==> src/rtl/instruction_fetch_stage.sv <==
// Instruction fetch stage: PC register, instruction-memory request handshake,
// one-entry holding buffer for words returned during a stall, and the IF/ID
// pipeline register that feeds decode.
module instruction_fetch_stage #(
    parameter logic [31:0] RESET_PC  = 32'h0000_0000,
    parameter logic [31:0] NOP_INSTR = 32'h0000_0000
) (
    input  logic        Clk,
    input  logic        Reset,
    input  logic        Stall,
    input  logic        RedirectEn,
    input  logic [31:0] RedirectPC,
    output logic        IMemReq,
    output logic [31:0] IMemAddr,
    input  logic        IMemReady,
    input  logic [31:0] IMemData,
    output logic [31:0] PC,
    output logic [31:0] IF_ID_Instruction,
    output logic [31:0] IF_ID_PCPlus4,
    output logic        IF_ID_Valid
);

    localparam int unsigned XLEN = 32;

    typedef enum logic [1:0] {
        BOOT    = 2'd0,
        FETCH   = 2'd1,
        HOLD    = 2'd2,
        DISCARD = 2'd3
    } state_t;

    state_t            state;
    logic [XLEN-1:0]   hold_instr;
    logic [XLEN-1:0]   hold_pc4;
    logic              hold_valid;

    logic [XLEN-1:0]   pc_plus4;
    logic [XLEN-1:0]   redirect_target;

    // Sequential PC increment (wraps modulo 2^32) and word-aligned redirect target
    assign pc_plus4        = PC + XLEN'(4);
    assign redirect_target = RedirectPC & ~XLEN'(3);

    // Fetch FSM with registered request/address, PC and IF/ID register
    always_ff @(posedge Clk or negedge Reset) begin
        if (!Reset) begin
            state             <= BOOT;
            PC                <= RESET_PC;
            IMemReq           <= 1'b0;
            IMemAddr          <= RESET_PC;
            IF_ID_Instruction <= NOP_INSTR;
            IF_ID_PCPlus4     <= '0;
            IF_ID_Valid       <= 1'b0;
            hold_instr        <= '0;
            hold_pc4          <= '0;
            hold_valid        <= 1'b0;
        end else if (RedirectEn) begin
            // Redirect wins over stall and over any same-cycle response
            PC                <= redirect_target;
            IF_ID_Instruction <= NOP_INSTR;
            IF_ID_Valid       <= 1'b0;
            hold_valid        <= 1'b0;
            IMemReq           <= 1'b1;
            if ((state == FETCH || state == DISCARD) && !IMemReady) begin
                // Outstanding request must finish at its old address; its data is dropped
                state <= DISCARD;
            end else begin
                state    <= FETCH;
                IMemAddr <= redirect_target;
            end
        end else begin
            case (state)
                BOOT: begin
                    state    <= FETCH;
                    IMemReq  <= 1'b1;
                    IMemAddr <= PC;
                end
                FETCH: begin
                    if (IMemReady) begin
                        if (!Stall) begin
                            IF_ID_Instruction <= IMemData;
                            IF_ID_PCPlus4     <= pc_plus4;
                            IF_ID_Valid       <= 1'b1;
                            PC                <= pc_plus4;
                            IMemAddr          <= pc_plus4;
                        end else begin
                            // Park the returned word until decode can accept it
                            hold_instr <= IMemData;
                            hold_pc4   <= pc_plus4;
                            hold_valid <= 1'b1;
                            state      <= HOLD;
                            IMemReq    <= 1'b0;
                        end
                    end else if (!Stall) begin
                        IF_ID_Instruction <= NOP_INSTR;
                        IF_ID_Valid       <= 1'b0;
                    end
                end
                HOLD: begin
                    if (!Stall) begin
                        IF_ID_Instruction <= hold_instr;
                        IF_ID_PCPlus4     <= hold_pc4;
                        IF_ID_Valid       <= hold_valid;
                        hold_valid        <= 1'b0;
                        PC                <= pc_plus4;
                        IMemAddr          <= pc_plus4;
                        state             <= FETCH;
                        IMemReq           <= 1'b1;
                    end
                end
                DISCARD: begin
                    IF_ID_Instruction <= NOP_INSTR;
                    IF_ID_Valid       <= 1'b0;
                    if (IMemReady) begin
                        state    <= FETCH;
                        IMemAddr <= PC;
                    end
                end
                default: begin
                    state   <= BOOT;
                    IMemReq <= 1'b0;
                end
            endcase
        end
    end

endmodule

==> config.mk <==
export PLATFORM = sky130hd
export DESIGN_NAME = instruction_fetch_stage
export DESIGN_NICKNAME = d
export VERILOG_FILES = /design/src/rtl/instruction_fetch_stage.sv
export SDC_FILE = /design/constraint.sdc
export NUM_CORES = 1
export LEC_CHECK = 0
export ABC_AREA = 1
export CAP_MARGIN = 20
export CORE_MARGIN = 2
export CORE_UTILIZATION = 53
export CTS_BUF_LIST = sky130_fd_sc_hd__clkbuf_2
export DETAILED_ROUTE_END_ITERATION = 16
export PLACE_DENSITY = 0.82
export REMOVE_ABC_BUFFERS = 1
export SLEW_MARGIN = 20
export SYNTH_ARGS = -nofsm -noshare
export SYNTH_HDL_FRONTEND = slang
export SYNTH_SLANG_ARGS = --single-unit
==> constraint.sdc <==
create_clock -name Clk -period 2.7 [get_ports Clk]
set_clock_uncertainty 0.15 [all_clocks]
set_input_delay 0.675 -clock Clk [delete_from_list [all_inputs] [get_ports Clk]]
set_output_delay 0.675 -clock Clk [all_outputs]
set_load 0.01 [all_outputs]
==> results of run 1 <==
==> area by class of cell <==
class	count	area (um^2)	area share, %
Clock buffer	17	85.1	0.688
Sequential cell	190	4770	38.6
Multi-Input combinational cell	840	4020	32.5
Clock inverter	15	133	1.07
Tap cell	229	287	2.32
Inverter	122	458	3.70
Timing Repair Buffer	262	2610	21.1
==> per-stage QoR <==
step	TNS (ps)	power [mW]
floorplan	-119040	8.66
global placement	0	11.9
detailed placement	0	12.1
CTS	0	13.7
global route	-56.6	15.1
finish	0	14.0
==> cells by family after synthesis <==
logic type	synth area share, %
DFF	49.6
xor gates and xnor gates	0.548
and+or+nand+nor	22.6
other	0.0391
AOI/OAI and AO/OA	17.9
buffers and inverters	8.62
adders and majority gates	0.653
==> metal layers <==
metal	global-route usage (%)	routed length [um]	vias up
li1	-	-	4406
met2	47.6	13300	491
met4	7.20	540	2
met1	39.5	11300	4334
met5	0	12	-
met3	7.83	2890	55
==> state kept, by name, summed over array words and instances, names as in the netlist <==
signal             count
hold_valid             1
hold_pc4              30
hold_instr            32
PC                    30
IMemAddr              31
IF_ID_Instruction     32
IF_ID_PCPlus4         30
state                  2
IMemReq                1
IF_ID_Valid            1
==> final timing paths <==
check,to,slack (ps),cells after the start
worst min register to register,hold_instr[21]$_DFFE_PN0P_,360,2
worst max-delay path,PC[19],100,1
max in group asynchronous,PC[22]$_DFFE_PN0P_,1450,3
worst max register to register,IF_ID_PCPlus4[21]$_DFFE_PN0P_,520,6
min in group Clk,hold_instr[29]$_DFFE_PN0P_,270,3
worst min-delay path,IF_ID_Instruction[12]$_DFFE_PN0P_,230,2
==> cell usage in the layout (no fill, tap or decap), types with 3 or more instances in the layout <==
cell type	count
sky130_fd_sc_hd__clkinv_4	5
sky130_fd_sc_hd__buf_12	10
sky130_fd_sc_hd__clkdlybuf4s50_1	174
sky130_fd_sc_hd__conb_1	4
sky130_fd_sc_hd__a31oi_1	17
sky130_fd_sc_hd__nand3_1	44
sky130_fd_sc_hd__inv_6	5
sky130_fd_sc_hd__a21boi_1	3
sky130_fd_sc_hd__dfrtp_1	174
sky130_fd_sc_hd__o21ai_1	27
sky130_fd_sc_hd__nor3_4	3
sky130_fd_sc_hd__o21a_1	5
sky130_fd_sc_hd__nand2_2	4
sky130_fd_sc_hd__o21ai_0	53
sky130_fd_sc_hd__inv_2	10
sky130_fd_sc_hd__xor2_1	5
sky130_fd_sc_hd__buf_4	59
sky130_fd_sc_hd__inv_1	112
sky130_fd_sc_hd__ha_1	4
sky130_fd_sc_hd__nor2_4	4
sky130_fd_sc_hd__nor2_1	121
sky130_fd_sc_hd__nand2_1	337
sky130_fd_sc_hd__clkbuf_2	17
sky130_fd_sc_hd__nor2_2	9
sky130_fd_sc_hd__a22oi_1	45
sky130_fd_sc_hd__dfrtp_2	16
sky130_fd_sc_hd__a2bb2oi_1	3
sky130_fd_sc_hd__o22ai_1	34
sky130_fd_sc_hd__dlymetal6s2s_1	15
sky130_fd_sc_hd__a21oi_1	102
sky130_fd_sc_hd__and2_1	3
==> what timing repair did <==
item | in CTS | in global routing
hold buffers | 1 | 0
setup endpoints to repair | 28 | 31
setup buffers | 15 | 28
gates resized for setup | 17 | 15
hold endpoints to repair | 47 | 0
==> power by group <==
group          internal [mW]  switching (mW)
Sequential              4.13           0.769
Combinational           3.42            4.33
Clock                  0.279            1.08
==> flow_metrics.env, run 1 <==
export IMPL_number_of_endpoints_failing_setup_at_the_final_stage=0
export IMPL_placement_rows=49
export IMPL_finalWorstSetupSlack_ps=95.2
export IMPL_fin_crit_sh_pct=96.5
export IMPL_cts_root_buffer_cell="sky130_fd_sc_hd__clkbuf_2"
export IMPL_die_width_um=138
export IMPL_maxCapViolCount=0
export IMPL_core_region_area_um2=17800
export IMPL_detail_route_iter0_violations=650
export IMPL_final_min_clock_period_ps=2600
export IMPL_drt_first_pass_iters=8
export IMPL_place_inst=1599
export IMPL_timing_critical_path_buf_inv=1
export IMPL_design_die_area_um2=19200
export IMPL_die_height_um=138
export IMPL_worst_skew_pair_late_latency_ps=760
export IMPL_finalWirelength_um=28100
export IMPL_insertedDiodeCount=0
export IMPL_grt_first_pass_wirelength_um=45500
export IMPL_maxClockFrequency_ghz=0.384
export IMPL_holdWs_ps=227
export IMPL_synth_largest_area_cell="sky130_fd_sc_hd__dfrtp_1"
export IMPL_asyncSetResetFlopFracSynth_pct=100
export IMPL_overall_routing_resource_usage_pct=29.3
export IMPL_worst_slew_pin_slew_ps=879
export IMPL_syn_area_per_cell_um2=7.86
export IMPL_netlist_instances=1220
export IMPL_synth_most_common_cell="sky130_fd_sc_hd__nand2_1"
export IMPL_design_portCount=199
export IMPL_cpPeakStageDelay_ps=560
export IMPL_clk_transition_reported_paths_ps=280
export IMPL_power_leakage_nw=5.89
export IMPL_top_cells_by_count_synth="sky130_fd_sc_hd__nand2_1, sky130_fd_sc_hd__dfrtp_1, sky130_fd_sc_hd__nor2_1"
export IMPL_residual_overflow_from_global_routing=0
export IMPL_numCtsBuffers=17
export IMPL_stdcell_count=1675
export IMPL_path_cells="clkdlybuf4s50_1"
export IMPL_power_density_nw_per_um2=1130
export IMPL_largest_net_degree_at_the_start_of_global_routing=76
export IMPL_final_cell_area_um2=12400
export IMPL_source_of_the_worst_register_to_register_timing_path="state[0]$_DFFE_PN0P_"
export IMPL_crit_required_ps=1880
export IMPL_fillers=1441
export IMPL_nNetsFinal=1507
export IMPL_synth_sequential_area_ratio_pct=49.6
export IMPL_post_drt_via_cell_ratio=5.55
export IMPL_critPathCaptureType="output port"
export IMPL_timing_final_hold_violations=0
export IMPL_relSlewSlack_pct=41.3
export IMPL_vdd_drop_max_v=0.000596
export IMPL_synth_yosys_warnings=0
export IMPL_layout_core_utilization_pct=69.3
export IMPL_worst_setup_path_type="reg -> out"
export IMPL_dp_hpwl_um=18600
export IMPL_first_global_vias=8848
export IMPL_floorplan_initialDensity_pct=53.7
export IMPL_critPathTopFamily="buffers and inverters"
export IMPL_worstSetupStartpointType="register"
export IMPL_clock_tree_from_tritoncts="done"
export IMPL_antenna_found_initial=1
export IMPL_dp_worst_setup_slack_ps=112
export IMPL_detail_route_drc_violations=0
export IMPL_area_growth_pct=29.1
export IMPL_ant_nets=0
export IMPL_dr_total_vias=9288
export IMPL_layout_drive_gt1_share_pct=10.7
export IMPL_yosys_top_cells_area="sky130_fd_sc_hd__dfrtp_1, sky130_fd_sc_hd__nand2_1, sky130_fd_sc_hd__a21oi_1"
export IMPL_worstPathMaxFanout=2
export IMPL_cts_htree_levels=4
export IMPL_cp_slowest_cell="sky130_fd_sc_hd__clkdlybuf4s50_1"
export IMPL_synth_area_um2=9580
export IMPL_maxSlewViolCount=0
export IMPL_synth_edff_count=0
export IMPL_yosys_cell_types_count=38
export IMPL_clock_sinks=190
export IMPL_cp_arrival_ps=1780
export IMPL_outcome="finished clean"
export IMPL_synth_ff_type="sky130_fd_sc_hd__dfrtp_1"
export IMPL_synth_seq_cells=190
export IMPL_min_path_type="in -> async"
export IMPL_synth_largest_type_area_fraction_pct=49.6
export IMPL_clock_tree_buffer_depth=2
export IMPL_crit_path_start="PC[19]$_DFFE_PN0P_"
export IMPL_buffer_ports_inserted=192
export IMPL_dpl_cell_area_um2=11800
export IMPL_place_gp_congestion=0.865
export IMPL_avgRoutedWirePerCell_um=16.8
No activity file was read; power rests on OpenSTA's default activity.
==> run 2: changes to the inputs <==
--- a/config.mk
+++ b/config.mk
@@ -7,12 +7,14 @@
 export LEC_CHECK = 0
 export ABC_AREA = 1
 export CAP_MARGIN = 20
-export CORE_MARGIN = 2
+export CORE_MARGIN = 10
 export CORE_UTILIZATION = 53
 export CTS_BUF_LIST = sky130_fd_sc_hd__clkbuf_2
 export DETAILED_ROUTE_END_ITERATION = 16
+export GPL_TIMING_DRIVEN = 0
 export PLACE_DENSITY = 0.82
 export REMOVE_ABC_BUFFERS = 1
+export SKIP_LAST_GASP = 1
 export SLEW_MARGIN = 20
 export SYNTH_ARGS = -nofsm -noshare
 export SYNTH_HDL_FRONTEND = slang
==> flow_metrics.env, run 2 (synthesis gave the netlist of run 1 again) <==
export IMPL_clock_tree_from_tritoncts="done"
export IMPL_residual_overflow_from_global_routing=0
export IMPL_grt_first_pass_wirelength_um=49400
export IMPL_nNetsFinal=1507
export IMPL_timing_final_hold_violations=0
export IMPL_cpPeakStageDelay_ps=500
export IMPL_numCtsBuffers=17
export IMPL_cts_root_buffer_cell="sky130_fd_sc_hd__clkbuf_2"
export IMPL_reg2regPathDepth=9
export IMPL_placement_rows=49
export IMPL_maxCapViolCount=0
export IMPL_detail_route_iter0_violations=860
export IMPL_first_global_vias=9240
export IMPL_dp_hpwl_um=19800
export IMPL_maxSlewViolCount=0
export IMPL_worst_setup_path_type="reg -> reg"
export IMPL_avgRoutedWirePerCell_um=18.8
export IMPL_fillers=1457
export IMPL_worst_slew_pin_slew_ps=910
export IMPL_overall_routing_resource_usage_pct=25.3
export IMPL_clk_transition_reported_paths_ps=320
export IMPL_floorplan_initialDensity_pct=53.5
export IMPL_dr_total_vias=9450
export IMPL_dp_worst_setup_slack_ps=-1420
export IMPL_core_region_area_um2=17900
export IMPL_fin_crit_sh_pct=98.8
export IMPL_design_die_area_um2=23900
export IMPL_antenna_found_initial=0
export IMPL_finalWorstSetupSlack_ps=32.3
export IMPL_vdd_drop_max_v=0.000601
export IMPL_layout_core_utilization_pct=70.3
export IMPL_area_growth_pct=31.3
export IMPL_buffer_ports_inserted=192
export IMPL_die_width_um=154
export IMPL_report_power_total_mw=14.7
export IMPL_drt_first_pass_iters=7
export IMPL_clock_tree_buffer_depth=2
export IMPL_crit_path_start="state[1]$_DFFE_PN0P_"
export IMPL_rsz0062_at_grt="yes"
export IMPL_maxClockFrequency_ghz=0.375
export IMPL_holdWs_ps=186
export IMPL_biggestRegsByFlops="IF_ID_Instruction x32, hold_instr x32, IMemAddr x31"
export IMPL_worst_skew_pair_late_latency_ps=790
export IMPL_ant_nets=0
export IMPL_design_portCount=199
export IMPL_place_inst=1582
export IMPL_crit_required_ps=3250
export IMPL_largest_net_degree_at_the_start_of_global_routing=99
export IMPL_power_density_nw_per_um2=1170
export IMPL_stdcell_count=1676
export IMPL_source_of_the_worst_register_to_register_timing_path="state[1]$_DFFE_PN0P_"
export IMPL_worstPathMaxFanout=47
export IMPL_outcome="finished clean"
export IMPL_final_min_clock_period_ps=2670
export IMPL_min_path_type="in -> reg"
export IMPL_detail_route_drc_violations=0
export IMPL_cp_slowest_cell="sky130_fd_sc_hd__dfrtp_1"
export IMPL_cp_arrival_ps=3220
export IMPL_path_cells="inv_1, ha_1, nand2_1, nor2_2, nor3_4, buf_12, inv_6, nor2_1, a22oi_1"
export IMPL_commonest_non_fill_non_tap_cell_in_the_layout="sky130_fd_sc_hd__nand2_1"
export IMPL_place_gp_congestion=0.878
export IMPL_power_leakage_nw=6.02
export IMPL_finalWirelength_um=31600
export IMPL_critPathCaptureType="register"
export IMPL_post_drt_via_cell_ratio=5.64
export IMPL_cts_htree_levels=4
export IMPL_relSlewSlack_pct=39.3
export IMPL_number_of_endpoints_failing_setup_at_the_final_stage=0
export IMPL_layout_common_cells="sky130_fd_sc_hd__nand2_1, sky130_fd_sc_hd__dfrtp_1, sky130_fd_sc_hd__clkdlybuf4s50_1"
export IMPL_regToRegEndpoint="PC[21]$_DFFE_PN0P_"
export IMPL_regToRegSetupSlack_ps=30
export IMPL_clock_sinks=190
export IMPL_layout_drive_gt1_share_pct=11.0
export IMPL_setup_worst_path_end="PC[21]$_DFFE_PN0P_"
export IMPL_die_height_um=154
export IMPL_worstSetupStartpointType="register"
run 2: cell count changes in the layout (fill, tap and decap cells not counted), sizes merged, moves of 2 or more:
cell and delta:
clkdlybuf4s50 -12, dlymetal6s2s +11, clkinv -8, bufinv +4
clkinvlp +2, inv +2
run 2: worst max-delay path: cells and delay by family, from the launching register on:
kind                       cells  cell delay (ps)
and+or+nand+nor                4              750
buffers and inverters          3              620
DFF                            1              500
adders and majority gates      1              360
AOI/OAI and AO/OA              1              190
run 2: timing repair:
action                                  4_1_cts  5_1_grt
endpoints found under the setup margin      149      194
setup buffers                                30       28
hold buffers                                  1        0
pin swaps                                     3        5
gates cloned                                  1        1
gates resized for setup                      30       33
hold endpoints to repair                     92        0
run 2: power by group:
part           switching (mW)  internal, mW
Clock                    1.09         0.641
Sequential              0.713          4.13
Combinational            4.71          3.42
Total                    6.51          8.19
run 2: how the worst min path moves through the flow:
stage / from / to / cells past startpoint
5_1_grt: RedirectEn / PC[29]$_DFFE_PN0P_ / 3
3_3_place_gp: hold_instr[18]$_DFFE_PN0P_ / hold_instr[18]$_DFFE_PN0P_ / 2
3_5_place_dp: hold_instr[31]$_DFFE_PN0P_ / hold_instr[31]$_DFFE_PN0P_ / 2
6_report: RedirectEn / PC[29]$_DFFE_PN0P_ / 3
4_1_cts: RedirectEn / PC[29]$_DFFE_PN0P_ / 3
2_1_floorplan: Reset / IF_ID_Instruction[0]$_DFFE_PN0P_ / 0
run 2: final cells by class:
class / instances / area, um^2 / area share, %
Sequential cell: 190 / 4780 / 38.0
Timing Repair Buffer: 260 / 2640 / 20.9
Tap cell: 229 / 287 / 2.28
Multi-Input combinational cell: 842 / 4100 / 32.6
Inverter: 122 / 483 / 3.84
Antenna cell: 1 / 2.50 / 0.0199
Clock inverter: 15 / 218 / 1.73
Clock buffer: 17 / 85.1 / 0.676
run 2: stage by stage:
stage               area [um^2]  TNS [ps]
floorplan                  9230   -119040
global placement          11400  -2088030
detailed placement        11600   -135570
CTS                       12300     -53.2
global route              12600      -374
finish                    12600         0
run 2: routing by layer:
layer	share of wire (%)	vias to the layer above	global-route usage (%)
li1	-	4405	-
met1	40	4493	31.7
met3	10	65	7.68
met5	0	-	0
met4	2.5	0	8.64
met2	48	487	40.9
